--- src/rtl/seven_seg_scan_pkg.sv ---
// rtl/seven_seg_scan_pkg.sv - shared types, segment table and polarity helper for the scan driver
package seven_seg_pkg;

    typedef enum logic {
        BLANK = 1'b0,
        DRIVE = 1'b1
    } state_t;

    // Active-high patterns, bit 0 = segment a ... bit 6 = segment g; index 15 is leftmost
    localparam logic [15:0][6:0] SEG_TABLE = {
        7'h71, 7'h79, 7'h5E, 7'h39, 7'h7C, 7'h77, 7'h6F, 7'h7F,
        7'h07, 7'h7D, 7'h6D, 7'h66, 7'h4F, 7'h5B, 7'h06, 7'h3F
    };

    function automatic logic [6:0] seg_pol(input logic [6:0] pattern, input logic active_low);
        return active_low ? ~pattern : pattern;
    endfunction

endpackage

--- src/rtl/seven_seg_scan_if.sv ---
// rtl/seven_seg_scan_if.sv - host load side and display pin side of the scan driver
interface seven_seg_scan_if #(
    parameter int NUM_DIGITS = 2
);
    logic [4*NUM_DIGITS-1:0] digits;
    logic [NUM_DIGITS-1:0]   digit_en;
    logic                    load;
    logic [6:0]              seg;
    logic [NUM_DIGITS-1:0]   anode;
    logic                    frame_start;

    modport master (
        output digits, digit_en, load,
        input  seg, anode, frame_start
    );

    modport slave (
        input  digits, digit_en, load,
        output seg, anode, frame_start
    );
endinterface

--- src/rtl/seven_seg_scan_hex_to_seg.sv ---
// rtl/seven_seg_scan_hex_to_seg.sv - combinational hex nibble to active-high segment pattern
module hex_to_seg
    import seven_seg_pkg::*;
(
    input  logic [3:0] nibble,
    output logic [6:0] pattern
);
    assign pattern = SEG_TABLE[nibble];
endmodule

--- src/rtl/seven_seg_scan.sv ---
// rtl/seven_seg_scan.sv - N-digit multiplexed seven-segment scanner with blanking and double buffering
module seven_seg_scan
    import seven_seg_pkg::*;
#(
    parameter int NUM_DIGITS       = 2,
    parameter int DWELL_CYCLES     = 24000,
    parameter int BLANK_CYCLES     = 240,
    parameter int ANODE_ACTIVE_LOW = 1,
    parameter int SEG_ACTIVE_LOW   = 1
) (
    input  logic            clk,
    input  logic            reset_n,
    seven_seg_scan_if.slave bus
);
    localparam int CNT_MAX = (DWELL_CYCLES > BLANK_CYCLES) ? DWELL_CYCLES : BLANK_CYCLES;
    localparam int CW      = $clog2(CNT_MAX + 1);
    localparam int IW      = (NUM_DIGITS > 1) ? $clog2(NUM_DIGITS) : 1;

    localparam logic [CW-1:0] DWELL_LAST = CW'(DWELL_CYCLES - 1);
    localparam logic [CW-1:0] BLANK_LAST = CW'((BLANK_CYCLES > 0) ? BLANK_CYCLES - 1 : 0);
    localparam logic [IW-1:0] IDX_LAST   = IW'(NUM_DIGITS - 1);
    // With no blanking interval the BLANK state is never entered
    localparam state_t        START_STATE = (BLANK_CYCLES == 0) ? DRIVE : BLANK;
    localparam logic          SEG_LOW     = (SEG_ACTIVE_LOW != 0);
    localparam logic [6:0]    SEG_UNLIT   = seg_pol(7'h00, SEG_LOW);
    localparam logic [NUM_DIGITS-1:0] ANODE_OFF =
        (ANODE_ACTIVE_LOW != 0) ? {NUM_DIGITS{1'b1}} : {NUM_DIGITS{1'b0}};

    state_t                      state;
    logic [CW-1:0]               cnt;
    logic [IW-1:0]               idx;
    logic [NUM_DIGITS-1:0][3:0]  stage_digits;
    logic [NUM_DIGITS-1:0][3:0]  active_digits;
    logic [NUM_DIGITS-1:0]       stage_en;
    logic [NUM_DIGITS-1:0]       active_en;
    logic                        pending;
    logic                        boundary_q;
    logic                        frame_start_q;
    logic [6:0]                  seg_q;
    logic [NUM_DIGITS-1:0]       anode_q;
    logic [NUM_DIGITS-1:0]       sel;
    logic [6:0]                  cur_pattern;

    wire dwell_done = (state == DRIVE) && (cnt == DWELL_LAST);
    wire blank_done = (state == BLANK) && (cnt == BLANK_LAST);
    // Last cycle of the last digit: the next state is digit 0 of a new frame
    wire boundary   = dwell_done && (idx == IDX_LAST);

    hex_to_seg u_dec (
        .nibble  (active_digits[idx]),
        .pattern (cur_pattern)
    );

    // One-hot select of the digit currently being scanned
    always_comb begin
        sel      = '0;
        sel[idx] = 1'b1;
    end

    // Scan FSM plus registered pins; frame_start is delayed twice so it lines up with digit 0's blank at the pins
    always_ff @(posedge clk or negedge reset_n) begin
        if (!reset_n) begin
            state         <= START_STATE;
            cnt           <= '0;
            idx           <= '0;
            boundary_q    <= 1'b0;
            frame_start_q <= 1'b0;
            seg_q         <= SEG_UNLIT;
            anode_q       <= ANODE_OFF;
        end else begin
            boundary_q    <= boundary;
            frame_start_q <= boundary_q;
            if (state == DRIVE && active_en[idx]) begin
                seg_q   <= seg_pol(cur_pattern, SEG_LOW);
                anode_q <= (ANODE_ACTIVE_LOW != 0) ? ~sel : sel;
            end else begin
                seg_q   <= SEG_UNLIT;
                anode_q <= ANODE_OFF;
            end
            case (state)
                BLANK: begin
                    if (blank_done) begin
                        state <= DRIVE;
                        cnt   <= '0;
                    end else begin
                        cnt <= cnt + 1'b1;
                    end
                end
                DRIVE: begin
                    if (dwell_done) begin
                        cnt   <= '0;
                        idx   <= (idx == IDX_LAST) ? '0 : idx + 1'b1;
                        state <= START_STATE;
                    end else begin
                        cnt <= cnt + 1'b1;
                    end
                end
                default: state <= START_STATE;
            endcase
        end
    end

    // Double buffer: loads stage mid-frame and are promoted only at the frame boundary
    always_ff @(posedge clk or negedge reset_n) begin
        if (!reset_n) begin
            stage_digits  <= '0;
            stage_en      <= '0;
            active_digits <= '0;
            active_en     <= '0;
            pending       <= 1'b0;
        end else if (boundary && bus.load) begin
            stage_digits  <= bus.digits;
            stage_en      <= bus.digit_en;
            active_digits <= bus.digits;
            active_en     <= bus.digit_en;
            pending       <= 1'b0;
        end else if (boundary && pending) begin
            active_digits <= stage_digits;
            active_en     <= stage_en;
            pending       <= 1'b0;
        end else if (bus.load) begin
            stage_digits <= bus.digits;
            stage_en     <= bus.digit_en;
            pending      <= 1'b1;
        end
    end

    assign bus.seg         = seg_q;
    assign bus.anode       = anode_q;
    assign bus.frame_start = frame_start_q;

endmodule

--- src/flat_wrapper.sv ---
// flat-port wrapper written by rule: the top's interface ports become plain ports
module seven_seg_scan_flat import seven_seg_pkg::*;
#(
    parameter int NUM_DIGITS       = 2,
    parameter int DWELL_CYCLES     = 24000,
    parameter int BLANK_CYCLES     = 240,
    parameter int ANODE_ACTIVE_LOW = 1,
    parameter int SEG_ACTIVE_LOW   = 1
)
  (clk, reset_n, bus_digits, bus_digit_en, bus_load, bus_seg, bus_anode, bus_frame_start);
  seven_seg_scan_if #(.NUM_DIGITS(NUM_DIGITS)) bus_i ();
  input  logic clk;
  input  logic reset_n;
  input wire logic [$bits(bus_i.digits)-1:0] bus_digits;
  input wire logic [$bits(bus_i.digit_en)-1:0] bus_digit_en;
  input wire logic [$bits(bus_i.load)-1:0] bus_load;
  output wire logic [$bits(bus_i.seg)-1:0] bus_seg;
  output wire logic [$bits(bus_i.anode)-1:0] bus_anode;
  output wire logic [$bits(bus_i.frame_start)-1:0] bus_frame_start;
  assign bus_i.digits = bus_digits;
  assign bus_i.digit_en = bus_digit_en;
  assign bus_i.load = bus_load;
  assign bus_seg = bus_i.seg;
  assign bus_anode = bus_i.anode;
  assign bus_frame_start = bus_i.frame_start;
  seven_seg_scan #(.NUM_DIGITS(NUM_DIGITS), .DWELL_CYCLES(DWELL_CYCLES), .BLANK_CYCLES(BLANK_CYCLES), .ANODE_ACTIVE_LOW(ANODE_ACTIVE_LOW), .SEG_ACTIVE_LOW(SEG_ACTIVE_LOW)) u_core (.clk(clk), .reset_n(reset_n), .bus(bus_i));
endmodule
--- config.mk ---
export PLATFORM = sky130hd
export DESIGN_NAME = seven_seg_scan_flat
export DESIGN_NICKNAME = d
export VERILOG_FILES = /design/src/rtl/seven_seg_scan_pkg.sv /design/src/rtl/seven_seg_scan_if.sv /design/src/rtl/seven_seg_scan_hex_to_seg.sv /design/src/rtl/seven_seg_scan.sv /design/src/flat_wrapper.sv
export SDC_FILE = /design/constraint.sdc
export NUM_CORES = 1
export LEC_CHECK = 0
export ABC_CLOCK_PERIOD_IN_PS = 2400
export CAP_MARGIN = 15
export CORE_UTILIZATION = 56
export DETAILED_ROUTE_END_ITERATION = 12
export PLACE_DENSITY = 0.78
export SLEW_MARGIN = 20
export SYNTH_ARGS = -nofsm -noshare
export SYNTH_HDL_FRONTEND = slang
export SYNTH_SLANG_ARGS = --single-unit
--- constraint.sdc ---
create_clock -name clk -period 2.4 [get_ports clk]
set_input_delay 0.6 -clock clk [delete_from_list [all_inputs] [get_ports clk]]
set_output_delay 0.6 -clock clk [all_outputs]
set_load 0.01 [all_outputs]
==> reports/qor.yml <==
setup_violations: 0
cp-start-kind: "flop"
path_clk_slew_ns: 0.09
postCtsHoldBufs: 0
die-area_mm2: 0.00446
ant_nets: 0
yosys_warnings: 0
cts-htree-levels: 2
fp-row-count: 23
grt_antenna_before_repair: 0
synth_fp_nets: 230
synth_cell_types: 35
synth_edf_count: 0
fin_crit_sh: 0.927
timing.final.hold_violations: 0
drv_cap: 0
via_per_inst: 5.52
fin_nets: 261
power.leakage_nw: 1.22
gr-usage-all-layers: 0.220
diodes: 0
cts_tree: "built"
syn_to_final_growth_pct: 17.8
design_area_mm2: 0.00277
grt_overflow: 0
cts_max_path_buffers: 2
grt_pass1_vias: 1629
tightestPinTransition_ns: 0.694
pwr_density_cell_mw_per_mm2: 521
async_reset_ff_frac: 1.00
status: "complete, no violations"
die_h_um: 66.8
r2r_cells: 6
grt_max_degree: 34
synth_seq_cells: 49
first_iter_violations: 108
relSlewSlack: 0.537
dr.pass1.iters: 4
yosysTopAreaCell: "dfrtp_1"
start_util: 0.587
hpwlAfterDp_um: 2930
syn_area_per_cell_um2: 11.2
rsz0062_at_grt: "false"
clk_latency_ns: 0.30
synth_area_leaders: "dfrtp_1, mux2_2, dfstp_2, nor2_1, ha_1"
final_cell_mix: "dfrtp_1, nor2_1, mux2_2"
seq_area_frac_synth: 0.527
ios: 23
max_freq_mhz: 449
finalPower_w: 0.00144
vias: 1611
fp.dieW_um: 66.8
netlist_area_mm2: 0.00235
grt_pass1_wl_um: 7160
portBuffers: 22
dp_cells: 284
cts_root_buf: "clkbuf_8"
place_area_mm2: 0.00267
cts_resized: 0
skew_ns: 0.00560
hold_path.class: "in2async"
worstPathMaxFanout: 10
drc_errors: 0
path_class: "reg2reg"
wire_per_inst_um: 13.9
setup_tns_ns: 0
cts_setup_buffers: 0
synth_top_area_frac: 0.426
gp_congestion: 0.827
synthFlopType: "dfrtp_1"
numCtsBuffers: 5
fin_cells: 292
endpoint_kind: "flop"
wirelength_um: 4050
drv_slew: 0
layout_commonest_cell: "dfrtp_1"
hold_ws_ns: 0.334
syn_inst: 210
post-route-min-period_ns: 2.23
ir_drop_mv: 0.473
arrival_ns: 2.42
coreArea_mm2: 0.00400
clock-sinks: 49
required_ns: 2.59
drive_gt1_frac: 0.244
synth_stat cells (2+ instances only):
library cell / n
mux2i_1: 5
nor2_1: 24
nor3_1: 4
mux2_2: 23
dfstp_2: 9
nand2_1: 8
clkbuf_1: 5
nand4_1: 3
nand3_1: 8
xnor2_1: 8
o221ai_1: 4
nor2b_1: 2
xor2_1: 6
or3_1: 2
and3_1: 2
ha_1: 7
buf_1: 2
a21oi_1: 11
o21ai_0: 2
or2_2: 3
inv_1: 14
dfrtp_1: 40
nor4_1: 6
kinds of logic (layout without fill, tap and decap cells):
kind of cell | Yosys count | in the layout | share of synthesized area
muxes | 29 | 29 | 0.141
buffers and inverters | 22 | 54 | 0.0357
xor gates and xnor gates | 14 | 14 | 0.0522
AOI/OAI and AO/OA | 20 | 20 | 0.0527
DFF | 49 | 49 | 0.527
and+or+nand+nor | 69 | 69 | 0.154
adders and majority gates | 7 | 7 | 0.0373
worst paths after layout:
path | start | endpoint | slack [ns]
max | u_core.cnt[0] | u_core.active_digits[7] | 0.17
min | reset_n | u_core.stage_digits[5] | 0.33
max reg2reg | u_core.cnt[0] | u_core.active_digits[7] | 0.17
min reg2reg | u_core.boundary_q | u_core.bus.frame_start | 0.37
max in group asynchronous | reset_n | u_core.cnt[14] | 1.46
min in group clk | u_core.boundary_q | u_core.bus.frame_start | 0.37
sequential cells by signal, indices dropped and copies added, names as in the netlist:
name	count
u_core.active_en	2
u_core.state	1
u_core.bus.anode	2
u_core.bus.seg	7
u_core.cnt	15
u_core.bus.frame_start	1
u_core.stage_digits	8
u_core.boundary_q	1
u_core.stage_en	2
u_core.idx	1
u_core.pending	1
u_core.active_digits	8
critical path, stage by stage (launching register included):
cell       delay (ns)
dfrtp_1          0.41
ha_1             0.24
nand4bb_1        0.20
or4_4            0.54
nor3_4           0.18
buf_4            0.20
mux2_2           0.35
power breakdown:
part	internal [W]	switching [W]	leakage [nW]	total, W
registers	0.000844	0.00000816	0.610	0.000852
logic	0.0000465	0.0000428	0.554	0.0000893
clock network	0.000234	0.000268	0.0512	0.000502
total	0.00112	0.000319	1.22	0.00144
per-stage QoR:
step / setup WS (ns) / util
global placement: 0.229 / 0.668
CTS: 0.161 / 0.692
detailed placement: 0.171 / 0.668
global route: 0.0590 / 0.692
finish: 0.175 / 0.692
floorplan: 0.230 / -
layer usage:
metal,vias up,global-route usage,wire (µm)
met4,0,0.0984,70
met2,37,0.352,1970
li1,783,-,-
met5,-,0,0
met1,783,0.281,1850
met3,8,0.0548,163
final cells by class:
| class | instances | area (µm²) |
|---|---|---|
| fill | 317 | 1230 |
| multi-input combinational | 139 | 1030 |
| timing repair buffer | 32 | 290 |
| clock buffer | 6 | 82.6 |
| sequential | 49 | 1240 |
| tap | 50 | 62.6 |
| clock inverter | 2 | 13.8 |
| inverter | 14 | 52.6 |
No activity file was read; power rests on OpenSTA's default activity.
